`src/rtl/pc_unit.sv`:
```
// -----------------------------------------------------------------------------
// pc_unit -- 16-bit program counter stage for the CS385 CPU.
//
// Holds the fetch address and computes the next one. The candidates are a
// sequential increment, a PC-relative branch and an absolute jump. A
// three-state control FSM (BOOT, RUN, HALTED) sequences start-up and halt.
// The pc output drives instruction memory and the IF/ID pipeline register.
//
// Parameters:
//   INC        sequential increment in bytes (16-bit instructions, byte
//              addressed)
//   RESET_VEC  PC value loaded by reset; bit 0 must be 0
//
// Ports:
//   clk          in   1   system clock, rising edge
//   rst_n        in   1   asynchronous active-low reset
//   stall        in   1   hold PC this cycle (hazard / memory wait)
//   halt         in   1   enter HALTED (HALT opcode decoded)
//   jump         in   1   load jump_target
//   jump_target  in  16   absolute target, bit 0 forced to 0
//   br_taken     in   1   take PC-relative branch
//   br_offset    in   8   signed branch offset in instruction words
//   pc           out 16   current fetch address (registered)
//   pc_plus      out 16   pc + INC (combinational, mod 2^16)
//   valid        out  1   pc is a valid fetch address (registered)
//   halted       out  1   FSM is in HALTED (registered)
//   link         out 16   return address of the last accepted jump
//                         (only when PC_LINK_EN is defined)
//
// Configuration macro: PC_LINK_EN adds the link register and link port.
// -----------------------------------------------------------------------------
module pc_unit #(
    parameter logic [15:0] INC       = 16'd2,
    parameter logic [15:0] RESET_VEC = 16'h0000
) (
    input  logic        clk,
    input  logic        rst_n,
    input  logic        stall,
    input  logic        halt,
    input  logic        jump,
    input  logic [15:0] jump_target,
    input  logic        br_taken,
    input  logic [7:0]  br_offset,
    output logic [15:0] pc,
    output logic [15:0] pc_plus,
    output logic        valid,
`ifdef PC_LINK_EN
    output logic [15:0] link,
`endif
    output logic        halted
);

    typedef enum logic [1:0] {
        ST_BOOT   = 2'd0,
        ST_RUN    = 2'd1,
        ST_HALTED = 2'd2
    } state_t;

    state_t      state;
    logic [15:0] jump_pc;
    logic [15:0] br_pc;

    // All sums are 16 bits wide; carry out is dropped so wrap-around is silent.
    assign pc_plus = pc + INC;

    // Mask rather than slice so the ignored bit 0 is still consumed.
    assign jump_pc = jump_target & 16'hFFFE;

    // Offset is in instruction words: sign-extend, then scale by two bytes.
    assign br_pc = pc_plus + {{7{br_offset[7]}}, br_offset, 1'b0};

    // NOTE: sequential state uses non-blocking assignments so every register
    // samples the pre-edge values of its neighbours, matching real flops.
    always_ff @(posedge clk or negedge rst_n) begin
        if (!rst_n) begin
            state  <= ST_BOOT;
            pc     <= RESET_VEC;
            valid  <= 1'b0;
            halted <= 1'b0;
`ifdef PC_LINK_EN
            link   <= 16'h0000;
`endif
        end else begin
            case (state)
                // One settling cycle after reset; requests are ignored here.
                ST_BOOT: begin
                    state <= ST_RUN;
                    valid <= 1'b1;
                end

                // Priority: halt > stall > jump > branch > increment.
                ST_RUN: begin
                    if (halt) begin
                        state  <= ST_HALTED;
                        valid  <= 1'b0;
                        halted <= 1'b1;
                    end else if (stall) begin
                        // Same address is re-fetched. A redirect arriving
                        // during a stall must be held by its requester.
                        pc <= pc;
                    end else if (jump) begin
                        pc <= jump_pc;
`ifdef PC_LINK_EN
                        link <= pc_plus;
`endif
                    end else if (br_taken) begin
                        pc <= br_pc;
                    end else begin
                        pc <= pc_plus;
                    end
                end

                // Frozen until reset; no input can leave this state.
                ST_HALTED: begin
                    state <= ST_HALTED;
                end

                default: begin
                    state  <= ST_BOOT;
                    valid  <= 1'b0;
                    halted <= 1'b0;
                end
            endcase
        end
    end

endmodule

```
`config.mk`:
```
export PLATFORM = sky130hd
export DESIGN_NAME = pc_unit
export DESIGN_NICKNAME = d
export VERILOG_FILES = /design/src/rtl/pc_unit.sv
export SDC_FILE = /design/constraint.sdc
export NUM_CORES = 1
export LEC_CHECK = 0
export CAP_MARGIN = 5
export CORE_MARGIN = 2
export CORE_UTILIZATION = 45
export CTS_CLUSTER_SIZE = 16
export DETAILED_ROUTE_END_ITERATION = 10
export MAX_ROUTING_LAYER = met4
export PLACE_DENSITY = 0.9
export SETUP_SLACK_MARGIN = 0.5
export SYNTH_ARGS = -nofsm -noshare
export SYNTH_HDL_FRONTEND = slang
export SYNTH_SLANG_ARGS = --single-unit
```
`constraint.sdc`:
```
create_clock -name clk -period 4.59 [get_ports clk]
set_input_delay 0.6885 -clock clk [delete_from_list [all_inputs] [get_ports clk]]
set_output_delay 0.6885 -clock clk [all_outputs]
set_load 0.02 [all_outputs]
```
# --- Yosys cells after proc, flatten, opt, wreduce, memory -nomap -nowiden ---
# Index checks and enable logic that the tools add are counted.
# W data, S select, Z words.
word_totals:
  wordCells: 26
  ff_bits: 20
  in_bits: 30
  out_inout_bits: 34
classes:
  muxes: 8
  n_reduce_logical: 5
  eq_ne: 3
  n_addsub: 2
  bitwise_logic: 4
op_table:
  columns: ["op", "n"]
  rows:
  - ["$mux W16", 2]
  - ["$add A16 B16 Y16", 1]
  - ["$add A16 B2 Y16 const B", 1]
  - ["$pmux W2 S3", 1]
  - ["$not A1 Y1", 4]
  - ["$reduce_and A2 Y1", 2]
  - ["$pmux W1 S3", 1]
  - ["$reduce_and A3 Y1", 1]
  - ["$eq A2 B1 Y1 const B", 1]
  - ["$eq A2 B2 Y1 const B", 1]
  - ["$logic_not A2 Y1", 1]
  - ["$mux W1", 2]
  - ["$mux W2", 1]
  - ["$ne A2 B2 Y1 const B", 1]
  - ["$pmux W1 S2", 1]
  - ["$reduce_or A2 Y1", 1]

# --- Depth between registers and ports, before layout ---
# Gate-level depths: netlist of run 1.
depth:
  ltp_word: 4
  mapped_depth: 11
  mapped_depth_nobuf: 11

# --- Least setup slack after synthesis of run 1 ---
# No wires, ideal clock.
synth_path:
  path_type: "reg2reg"
  start: "reg pc[6]"
  end: "reg pc[15]"
  arrival_ns: 3.122
  stages_incl_launch_ff: 11
  setup_ns: 0.082
  n_path_buf: 0
  slack_ns: 1.386
  synth_period_minus_slack_ns: 3.204
  required_ns: 4.508
  cell_sequence: "dfrtp_1 -> nand3_2 -> nor3_1 -> xnor2_1 -> ha_1 -> a21o_1 -> or3_1 -> o211ai_1 -> a21oi_1 -> or4_1 -> a31oi_1"
synth_via:
  elab_chain_len: 4
synth_rtl:
  columns: ["element", "line_no", "rtl"]
  rows:
  - ["start: declaration", "44", "output logic [15:0] pc,"]
  - ["start signal: assignment", "100", "pc <= pc;"]
  - ["start signal: assignment", "102", "pc <= jump_pc;"]
  - ["start signal: assignment", "107", "pc <= br_pc;"]
  - ["$add A16 B2 Y16", "64", "assign pc_plus = pc + INC;"]
  - ["net pc_plus[8]", "45", "output logic [15:0] pc_plus,"]
  - ["$add A16 B16 Y16", "70", "assign br_pc = pc_plus + {{7{br_offset[7]}}, br_offset, 1'b0};"]
  - ["$mux W16", "106", "end else if (br_taken) begin"]
  - ["$mux W16", "101", "end else if (jump) begin"]
# The timed path passes the listed nets, and every way through them passes these cells.
# A chain may end at the register's enable or synchronous reset.

# --- Final worst setup path of run 1 ---
layout_path:
  start: "reg pc[6]"
  end: "out pc_plus[12]"
layout_via:
  elab_chain_len: 1
layout_rtl:
  columns: ["element", "line_no"]
  rows:
  - ["$add A16 B2 Y16", "64"]
  - ["end: declaration", "45"]
# No other way between the ends.

==> run_results.csv, run 1 <==
group,metric,value,unit
power_and_ir_drop,finalPower,1.79,mW
synth,synth-main-ff-cell,"dfrtp_1",
worst_setup_path,timing.critical_path.buf_inv,1,
run_status,status,"complete, no violations",
worst_setup_path,slowest_stage,"clkdlybuf4s50_1",
route,first_iter_violations,266,
timing,hold_viol,0,
worst_setup_path,cp.required,3900,ps
synth,synth_warnings,0,
worst_setup_path,crit_family,"simple AND/OR/NAND/NOR gates",
route,ant_nets,0,
worst_setup_path,slowest_delay,680,ps
synth,postSynthAreaPerCell,8.02,sq um
timing,worst_pin_slew,877,ps
die,die_area,0.00514,sq mm
power_and_ir_drop,switchingPower,889,uW
die,io_pins,64,
finish,layout.nets,365,
worst_setup_path,end_kind,"primary output",
die,fp.dieW,71.7,um
finish,num-fill-cells,360,
synth,async_flop_share,100,%
placed_design,dp_hpwl,4.57,mm
finish,diodes,0,
power_and_ir_drop,p_leak,1.22,nW
grt,grt_pass1_vias,2107,
finish,multiInputGateArea,0.00149,sq mm
clock_tree,hold_buffers,0,
power_and_ir_drop,power_density,656,mW/mm^2
power_and_ir_drop,peakVddDrop,0.000231,V
route,wl,5.99,mm
worst_setup_path,start_kind,"flop",
power_and_ir_drop,p_int,903,uW
timing,slew_headroom,41.4,%
synth,synth_edf_count,0,
synth,ys_seq_area_share,23.1,%
clock_tree,cts_tree,"built",
power_and_ir_drop,swShare,49.6,%
finish,regArea,475,sq um
clock_tree,htreeDepth,1,
timing,tns,0,ps
route,post_drt_wl_per_cell,16.5,um
timing,rsz0062_at_grt,"no",
clock_tree,clkTransAtPathRegs,80,ps
finish,syn2layout_area_growth,32.5,%
timing,timing.fmax,0.304,GHz
synth,synthesis.area,0.00206,sq mm
route,drc,0,
synth,yosysMostFrequentCell,"nand2_1",
synth,ys_ff_latch,19,
power_and_ir_drop,pwr-share-comb,73.0,%
timing,skew,2.35,ps
clock_tree,cts_root_buf,"clkbuf_8",
grt,grt_antenna_before_repair,0,
die,initial_core_util,47.0,%
timing,timing.final.crit_period,3290,ps
worst_setup_path,worstPathMaxFanout,6,
synth,synth_top_area_share,23.1,%
synth,ys_top_cells_by_area,"dfrtp_1 (23%), ha_1 (13%), nand2_1 (4.9%)",
min_path,min_path_type,"flop to flop",
die,fp.dieH,71.7,um
synth,ys_top_cells_by_count,"nand2_1 (27), ha_1 (21), dfrtp_1 (19), o21ai_0 (19), nor2_1 (15)",
clock_tree,cts_sinks,19,
power_and_ir_drop,power_frac_seq,20.1,%
route,drt_pass1_iterations,5,
synth,yosysTopAreaCell,"dfrtp_1",
route,vias,2189,
worst_setup_path,worstPathArrival,2600,ps
finish,drive_gt1_share,3.53,%
timing,setup_violations,0,
grt,grt_max_degree,23,
placed_design,gp_congestion,0.881,
grt,grt_use_total,24.7,%
clock_tree,cts_resized,0,
timing,drv_slew,0,
clock_tree,cts_made_buffers,3,
die,num_rows,24,
die,core_area,0.00438,sq mm
timing,timing.final.crit_share,71.7,%
job,drv_cap,0,
power_and_ir_drop,clkPwrFrac,6.8,%
grt,grt_first_pass_wirelength,9.85,mm
clock_tree,worstSkewPairLatency,270,ps
worst_setup_path,crit_type,"flop to primary output",
clock_tree,cts_buffer_depth,2,
route,avgViaCountPerCell,6.01,
synth,yosysUniqueCellTypes,51,
grt,grt_remaining_overflow,0,
clock_tree,cts_setup_buffers,0,
finish,finish.utilization,62.3,%
synth,syn_inst,257,
placed_design,portBuffers,60,
worst_setup_path,path_cells,"nand3_2, nor3_1, nor3b_1, xor2_1, clkdlybuf4s50_1",
==> cells in the final DEF, fill, tap and decap left out, types with 3 or more instances in the layout <==
| cell | count |
|---|---|
| mux2i_1 | 7 |
| o21a_1 | 4 |
| nand3_1 | 8 |
| clkdlybuf4s50_1 | 60 |
| nand2_1 | 27 |
| a211oi_1 | 5 |
| xnor2_1 | 9 |
| clkbuf_8 | 3 |
| xor2_1 | 9 |
| nor3_1 | 10 |
| a221oi_1 | 3 |
| dfrtp_1 | 19 |
| inv_1 | 14 |
| a21o_1 | 6 |
| o21ai_0 | 19 |
| or3_1 | 5 |
| nor2_1 | 15 |
| nand2b_1 | 4 |
| a31oi_1 | 3 |
| ha_1 | 21 |
| a21oi_1 | 14 |
| and3_1 | 5 |
==> metrics by stage <==
| stage | area [sq um] | setup slack [ps] | hold slack [ps] | std cells |
|---|---|---|---|---|
| after detailed placement | 2690 | 1150 | 519 | 360 |
| after global placement | 2690 | 1180 | 488 | 360 |
| after CTS | 2730 | 1340 | 536 | 364 |
| final | 2730 | 1300 | 533 | 364 |
| after global routing | 2730 | 1090 | 546 | 364 |
| after floorplan | 2070 | 1390 | 393 | 258 |
==> power by group through the flow <==
stage	clock, mW	combinational (mW)	sequential (mW)
finish	0.123	1.31	0.361
CTS	0.122	1.30	0.355
floorplan	0	0.750	0.422
global placement	0	1.26	0.351
detailed placement	0	1.29	0.357
global route	0.130	1.43	0.372
==> registers in the layout (all words and copies together), names as in the netlist <==
| register | cells |
|---|---|
| pc | 15 |
| state | 2 |
| halted | 1 |
| valid | 1 |
==> area by class of cell <==
| cell class | count | share of cell area [%] |
|---|---|---|
| multi-input cells | 215 | 54.6 |
| repair buffers | 60 | 22.0 |
| flip-flops and latches | 19 | 17.4 |
| well taps | 52 | 2.38 |
| inverters | 14 | 1.92 |
| clock buffers | 3 | 1.51 |
| clock inverters | 1 | 0.183 |
==> path summary, 6_finish.rpt <==
check                           slack [ps]  cells after the start          end  start
worst max-delay path                  1300                      5  pc_plus[12]  pc[6]
worst min-delay path                   530                      1        valid  valid
worst max register to register        1340                     10       pc[15]  pc[6]
worst min register to register         530                      1        valid  valid
max in group asynchronous             3130                      1     state[0]  rst_n
min in group asynchronous              910                      1        pc[4]  rst_n
==> kinds of logic (layout without fill, tap and decap cells) <==
group,Yosys count,count (layout),share of synthesized area (%)
AO/OA/AOI/OAI,77,77,24.9
XOR/XNOR,18,18,7.65
adder cells (fa/ha/maj),22,22,13.7
buffers and inverters,24,78,4.73
flip-flops,19,19,23.1
multiplexers,8,8,3.94
other,1,2,0.182
AND/OR/NAND/NOR,88,88,21.8
==> worst reg2reg max path, stage by stage (launching register included) <==
cell and delay (ps):
dfrtp_1 440, nand3_2 200, nor3_1 360, xnor2_1 270, ha_1 360, a21o_1 210, or3_1 330, o211ai_1 220
a21oi_1 120, or4_1 490, a31oi_1 180
==> metal layers <==
metal | track usage, % | up-vias | part of all wire [%]
met2 | 41.2 | 100 | 47
li1 | - | 1050 | -
met5 | - | - | 0
met3 | 2.39 | 23 | 6.9
met1 | 31.0 | 1016 | 43
met4 | 9.22 | 0 | 3.1
No activity file was read; power rests on OpenSTA's default activity.
==> run 2, diff against run 1 <==
--- a/config.mk
+++ b/config.mk
@@ -7,7 +7,7 @@
 export LEC_CHECK = 0
 export CAP_MARGIN = 5
 export CORE_MARGIN = 2
-export CORE_UTILIZATION = 45
+export CORE_UTILIZATION = 43
 export CTS_CLUSTER_SIZE = 16
 export DETAILED_ROUTE_END_ITERATION = 10
 export MAX_ROUTING_LAYER = met4
==> constraint.sdc (replaced) <==
create_clock -name clk -period 2.9 [get_ports clk]
set_input_delay 0.435 -clock clk [delete_from_list [all_inputs] [get_ports clk]]
set_output_delay 0.435 -clock clk [all_outputs]
set_load 0.02 [all_outputs]
==> run 2 against run 1 <==
Net effect:
- the run now ends with setup timing left
- non-clock buffer count increased by 42
- sequential share of layout area down 3.6 points
- first-iteration DRC count increased by 11%
- sequential cell count did not move
- via count increased by 17%
- power up 110%
- worst hold slack lost 7.2 ps
- clock skew fell by 1.7 ps
- count of clock-buffer cells in the layout is 1 higher
- die area increased by 4.4%
- setup slack worse by 1400 ps
- critical endpoint is now pc[13]
- highest routed layer unchanged
==> run_results.csv, run 2 (synthesis gave the netlist of run 1 again) <==
group,metric,value,unit
run_status,status,"finished, violations left",
run_status,violations,"setup timing",
grt,grt_first_pass_wirelength,11.1,mm
worst_setup_path,worstPathMaxFanout,7,
worst_setup_path,end_kind,"flop",
timing,timing.fmax,0.338,GHz
die,io_pins,64,
route,first_iter_violations,296,
timing,drv_slew,0,
worst_setup_path,timing.critical_path.buf_inv,0,
power_and_ir_drop,p_leak,1.58,nW
finish,largest_register_ffs,15,
timing,setup_violations,3,
min_path,worstHoldStart,"valid",
timing,rsz0062_at_grt,"yes",
route,ant_nets,0,
job,drv_cap,0,
clock_tree,cts_buffer_depth,2,
worst_setup_path,start_kind,"flop",
worst_setup_path,reg2reg_to,"pc[13]",
clock_tree,cts_sinks,19,
die,die_area,0.00537,sq mm
clock_tree,worstSkewPairLatency,250,ps
min_path,hold_path_end,"valid",
placed_design,portBuffers,60,
min_path,holdPathStages,1,
grt,grt_pass1_vias,2325,
finish,syn2layout_area_growth,70.1,%
clock_tree,cts_made_buffers,3,
worst_setup_path,rr_worst_depth,9,
route,post_drt_wl_per_cell,20.2,um
worst_setup_path,crit_family,"simple AND/OR/NAND/NOR gates",
timing,timing.final.crit_period,2960,ps
placed_design,gp_congestion,0.989,
timing,skew,0.621,ps
die,num_rows,25,
clock_tree,cts_root_buf,"clkbuf_8",
finish,diodes,0,
worst_setup_path,r2r_slack,-60,ps
worst_setup_path,slowest_stage,"dfrtp_1",
worst_setup_path,cp.required,3040,ps
route,wl,8.23,mm
finish,design_area,0.00351,sq mm
power_and_ir_drop,power_density,1070,mW/mm^2
worst_setup_path,crit_type,"flop to flop",
clock_tree,cts_tree,"built",
finish,drive_gt1_share,32.5,%
timing,hold_viol,0,
timing,slew_headroom,46.1,%
timing,timing.final.crit_share,102,%
timing,tns,-110,ps
grt,grt_antenna_before_repair,0,
power_and_ir_drop,peakVddDrop,0.000654,V
route,avgViaCountPerCell,6.29,
grt,grt_use_total,27.5,%
clock_tree,hold_buffers,0,
worst_setup_path,reg2reg_from,"pc[8]",
die,fp.dieW,73.3,um
placed_design,dpl_cell_area,0.00301,sq mm
timing,worst_pin_slew,806,ps
min_path,min_path_type,"flop to flop",
die,fp.dieH,73.3,um
die,core_area,0.00466,sq mm
finish,final_common_cell,"clkdlybuf4s50_1",
timing,worst_slack,-61.1,ps
worst_setup_path,worstPathArrival,3100,ps
clock_tree,clkTransAtPathRegs,60,ps
grt,grt_remaining_overflow,0,
route,drc,0,
finish,top_register,"pc",
finish,final_cell_mix,"clkdlybuf4s50_1 (48), buf_4 (36), nand2_1 (25)",
route,drt_pass1_iterations,5,
worst_setup_path,slowest_delay,480,ps
die,initial_core_util,44.2,%
grt,grt_max_degree,23,
finish,layout.nets,407,
route,vias,2567,
clock_tree,htreeDepth,1,
placed_design,dp_hpwl,4.85,mm
worst_setup_path,path_cells,"nand2_1, nor4_4, xor2_2, ha_1, a21o_1, a21oi_1, a21boi_1, or3_1, a31o_2",
finish,reg_top3,"pc: 15 flops, state: 2 flops",
[run 2: cell types whose count changed in the layout (fill, tap and decap cells not counted), sizes merged]
cell,previous run,this run
buf,0,43
clkdlybuf4s50,60,48
dlygate4sd2,0,6
clkbuf,3,7
dlymetal6s2s,0,2
clkinv,1,0
[run 2: layer usage]
layer	track usage (%)	vias to the layer above	routed length [um]
met5	-	-	0
met1	34.3	1229	3350
met2	47.4	155	4020
met3	2.47	51	493
li1	-	1132	-
met4	8.23	0	365
[run 2: timing repair]
item                                   in CTS  in global routing
setup endpoints to repair                  19                 19
gates resized for setup                    35                 46
pin swaps                                  18                 15
buffers inserted                           12                 10
endpoints found under the hold margin       0                  0
[run 2: layout make-up]
cell class                 instances  area (sq um)
clock buffer                       4          45.0
tap                               54          67.6
inverter                          14          52.6
multi-input combinational        215          1930
timing repair buffer             102           922
sequential                        19           485
fill                             265          1150
[run 2: through the flow]
step                      total power, mW  cells  hold WS [ps]  util (%)  setup WS (ps)
after floorplan                      2.00    258           139         -           69.4
after CTS                            3.25    398           534      69.7           69.0
after global routing                 3.94    408           542      75.2           -125
final                                3.74    408           526      75.2          -61.1
after global placement               2.81    382           499      64.6           21.7
after detailed placement             2.89    382           501      64.6          0.490
[run 2: worst register-to-register path, stage by stage, from the launching register on]
cell and delay, ps:
dfrtp_1 480, nand2_1 160, nor4_4 410, xor2_2 240, ha_1 390, a21o_1 230
a21oi_1 190, a21boi_1 110, or3_1 370, a31o_2 260
[run 2: report_power, final]
part | switching (mW) | leakage (nW) | internal [mW]
Combinational | 1.57 | 1.34 | 1.41
Clock | 0.0790 | 0.0228 | 0.0975
Sequential | 0.182 | 0.223 | 0.402
Total | 1.83 | 1.58 | 1.91
[run 2: worst max-delay path by stage]
stage / startpoint / end / slack (ps) / cells past startpoint
after global placement: br_offset[1] / pc[14] / 20 / 8
after global routing: pc[2] / pc[14] / -120 / 13
after CTS: pc[2] / pc[13] / 70 / 11
after floorplan: pc[6] / pc[13] / 70 / 10
after detailed placement: br_offset[1] / pc[14] / 0.5 / 8
final: pc[8] / pc[13] / -60 / 9
==> run 3, diff against run 2 <==
--- a/config.mk
+++ b/config.mk
@@ -7,11 +7,12 @@
 export LEC_CHECK = 0
 export CAP_MARGIN = 5
 export CORE_MARGIN = 2
-export CORE_UTILIZATION = 43
+export CORE_UTILIZATION = 40
 export CTS_CLUSTER_SIZE = 16
 export DETAILED_ROUTE_END_ITERATION = 10
+export GPL_TIMING_DRIVEN = 0
 export MAX_ROUTING_LAYER = met4
-export PLACE_DENSITY = 0.9
+export PLACE_DENSITY = 0.85
 export SETUP_SLACK_MARGIN = 0.5
 export SYNTH_ARGS = -nofsm -noshare
 export SYNTH_HDL_FRONTEND = slang
==> run 3 against run 2 <==
Net effect:
- the run still ends with setup timing left
- final cell count up 4.4%
- power shrank 1.2%
- sequential power up 3%
- core utilization shrank 5.3 points
- combinational power shrank 2%
==> run_results.csv, run 3 (synthesis gave the netlist of run 1 again) <==
group,metric,value,unit
clock_tree,cts_made_buffers,3,
finish,drive_gt1_share,32.3,%
clock_tree,cts_buffer_depth,2,
die,core_area,0.00504,sq mm
die,fp.dieH,75.8,um
clock_tree,cts_sinks,19,
finish,final_cell_mix,"clkdlybuf4s50_1 (47), buf_4 (32), nand2_1 (25)",
power_and_ir_drop,power_density,1050,mW/mm^2
clock_tree,cts_tree,"built",
placed_design,gp_congestion,0.977,
finish,top_register,"pc",
run_status,status,"finished, violations left",
finish,num-fill-cells,367,
finish,reg_top3,"pc: 15 flops, state: 2 flops",
clock_tree,worstSkewPairLatency,260,ps
power_and_ir_drop,power_frac_seq,16.2,%
min_path,min_path_type,"flop to flop",
worst_setup_path,cp.required,3050,ps
power_and_ir_drop,switchingPower,1.81,mW
worst_setup_path,worstPathMaxFanout,6,
power_and_ir_drop,p_int,1.88,mW
finish,final_common_cell,"clkdlybuf4s50_1",
placed_design,dp_hpwl,4.92,mm
route,avgViaCountPerCell,5.80,
grt,grt_pass1_vias,2336,
timing,holdWs,515,ps
finish,diodes,0,
finish,syn2layout_area_growth,70.9,%
placed_design,portBuffers,59,
worst_setup_path,crit_type,"flop to flop",
timing,slew_headroom,43.8,%
die,num_rows,26,
route,wl,7.91,mm
finish,largest_register_ffs,15,
route,first_iter_violations,173,
worst_setup_path,rr_worst_depth,10,
timing,timing.final.crit_share,101,%
grt,grt_first_pass_wirelength,10.9,mm
timing,timing.fmax,0.341,GHz
worst_setup_path,r2r_slack,-30,ps
finish,design_area,0.00352,sq mm
worst_setup_path,start_kind,"flop",
clock_tree,htreeDepth,1,
route,post_drt_wl_per_cell,18.6,um
clock_tree,cts_root_buf,"clkbuf_8",
route,drc,0,
die,fp.dieW,75.8,um
route,ant_nets,0,
timing,setup_violations,2,
worst_setup_path,path_cells,"ha_4, nand3_2, nor3_1, xnor2_1, ha_1, and3_1, o211ai_1, a21boi_1, or3_1, a31o_2",
worst_setup_path,reg2reg_to,"pc[13]",
placed_design,pre_cts_ws,-279,ps
route,vias,2471,
timing,drv_slew,0,
timing,hold_viol,0,
min_path,holdPathStages,2,
power_and_ir_drop,p_leak,1.57,nW
worst_setup_path,timing.critical_path.buf_inv,0,
placed_design,dpl_cell_area,0.00292,sq mm
power_and_ir_drop,clkPwrFrac,4.9,%
timing,tns,-45.7,ps
grt,grt_remaining_overflow,0,
grt,grt_antenna_before_repair,0,
timing,rsz0062_at_grt,"yes",
grt,grt_use_total,25.4,%
worst_setup_path,crit_family,"simple AND/OR/NAND/NOR gates",
worst_setup_path,end_kind,"flop",
clock_tree,clkTransAtPathRegs,70,ps
worst_setup_path,reg2reg_from,"pc[1]",
min_path,worstHoldStart,"halted",
min_path,hold_path_end,"halted",
power_and_ir_drop,finalPower,3.70,mW
die,io_pins,64,
job,drv_cap,0,
power_and_ir_drop,swShare,49.1,%
power_and_ir_drop,peakVddDrop,0.000772,V
timing,skew,3.45,ps
die,initial_core_util,40.9,%
grt,grt_max_degree,20,
timing,timing.final.crit_period,2930,ps
timing,worst_slack,-29.1,ps
worst_setup_path,worstPathArrival,3080,ps
finish,layout.nets,409,
worst_setup_path,slowest_stage,"dfrtp_2",
run_status,violations,"setup timing",
timing,worst_pin_slew,840,ps
worst_setup_path,slowest_delay,430,ps
power_and_ir_drop,pwr-share-comb,78.9,%
route,drt_pass1_iterations,5,
die,die_area,0.00574,sq mm
-- run 3: routing by layer --
layer | global-route usage (%) | share of wire (%) | up-vias
li1 | - | - | 1134
met1 | 32.5 | 40 | 1173
met2 | 41.3 | 49 | 134
met3 | 3.97 | 7.2 | 30
met4 | 7.60 | 3.6 | 0
met5 | - | 0 | -
-- run 3: final cells by class --
class	count	area [sq um]	area share [%]
clock inverter	1	5.00	0.142
inverter	14	52.6	1.49
buffer	10	46.3	1.31
sequential	19	488	13.8
tap	70	87.6	2.48
multi-input combinational	215	1950	55.4
clock buffer	3	41.3	1.17
timing repair buffer	94	850	24.1
-- run 3: worst max path at each step --
stage | slack, ps | start | cells past startpoint | endpoint
2_1_floorplan | 70 | pc[6] | 10 | pc[13]
3_5_place_dp | -280 | br_offset[7] | 8 | pc[15]
5_1_grt | -140 | pc[1] | 10 | pc[13]
6_report | -30 | pc[1] | 10 | pc[13]
4_1_cts | 40 | pc[2] | 11 | pc[15]
3_3_place_gp | -230 | br_offset[7] | 8 | pc[15]
-- run 3: power groups by stage --
stage / Sequential [mW] / Clock [mW] / Combinational [mW]
floorplan: 0.712 / 0 / 1.28
global placement: 0.610 / 0 / 2.10
detailed placement: 0.616 / 0 / 2.15
CTS: 0.578 / 0.186 / 2.56
global route: 0.611 / 0.194 / 3.12
finish: 0.599 / 0.182 / 2.92
-- run 3: per-stage QoR --
step / cells / util (%)
finish: 426 / 69.9
global placement: 387 / 57.8
CTS: 419 / 65.6
detailed placement: 387 / 57.8
floorplan: 258 / -
global route: 426 / 69.9
-- run 3: worst register-to-register path, delay by kind of cell (launching register included) --
kind | cells | cell delay, ps
adders and majority gates | 2 | 540
and+or+nand+nor | 4 | 1090
AOI/OAI and AO/OA | 3 | 490
DFF | 1 | 430
xor gates and xnor gates | 1 | 270
-- run 3: repair_timing --
item,in CTS,in global routing
endpoints found under the setup margin,19,20
hold buffers,0,0
endpoints found under the hold margin,0,0
pin swaps,28,30
gates resized for setup,42,42
cloned,0,0
setup buffers,28,7
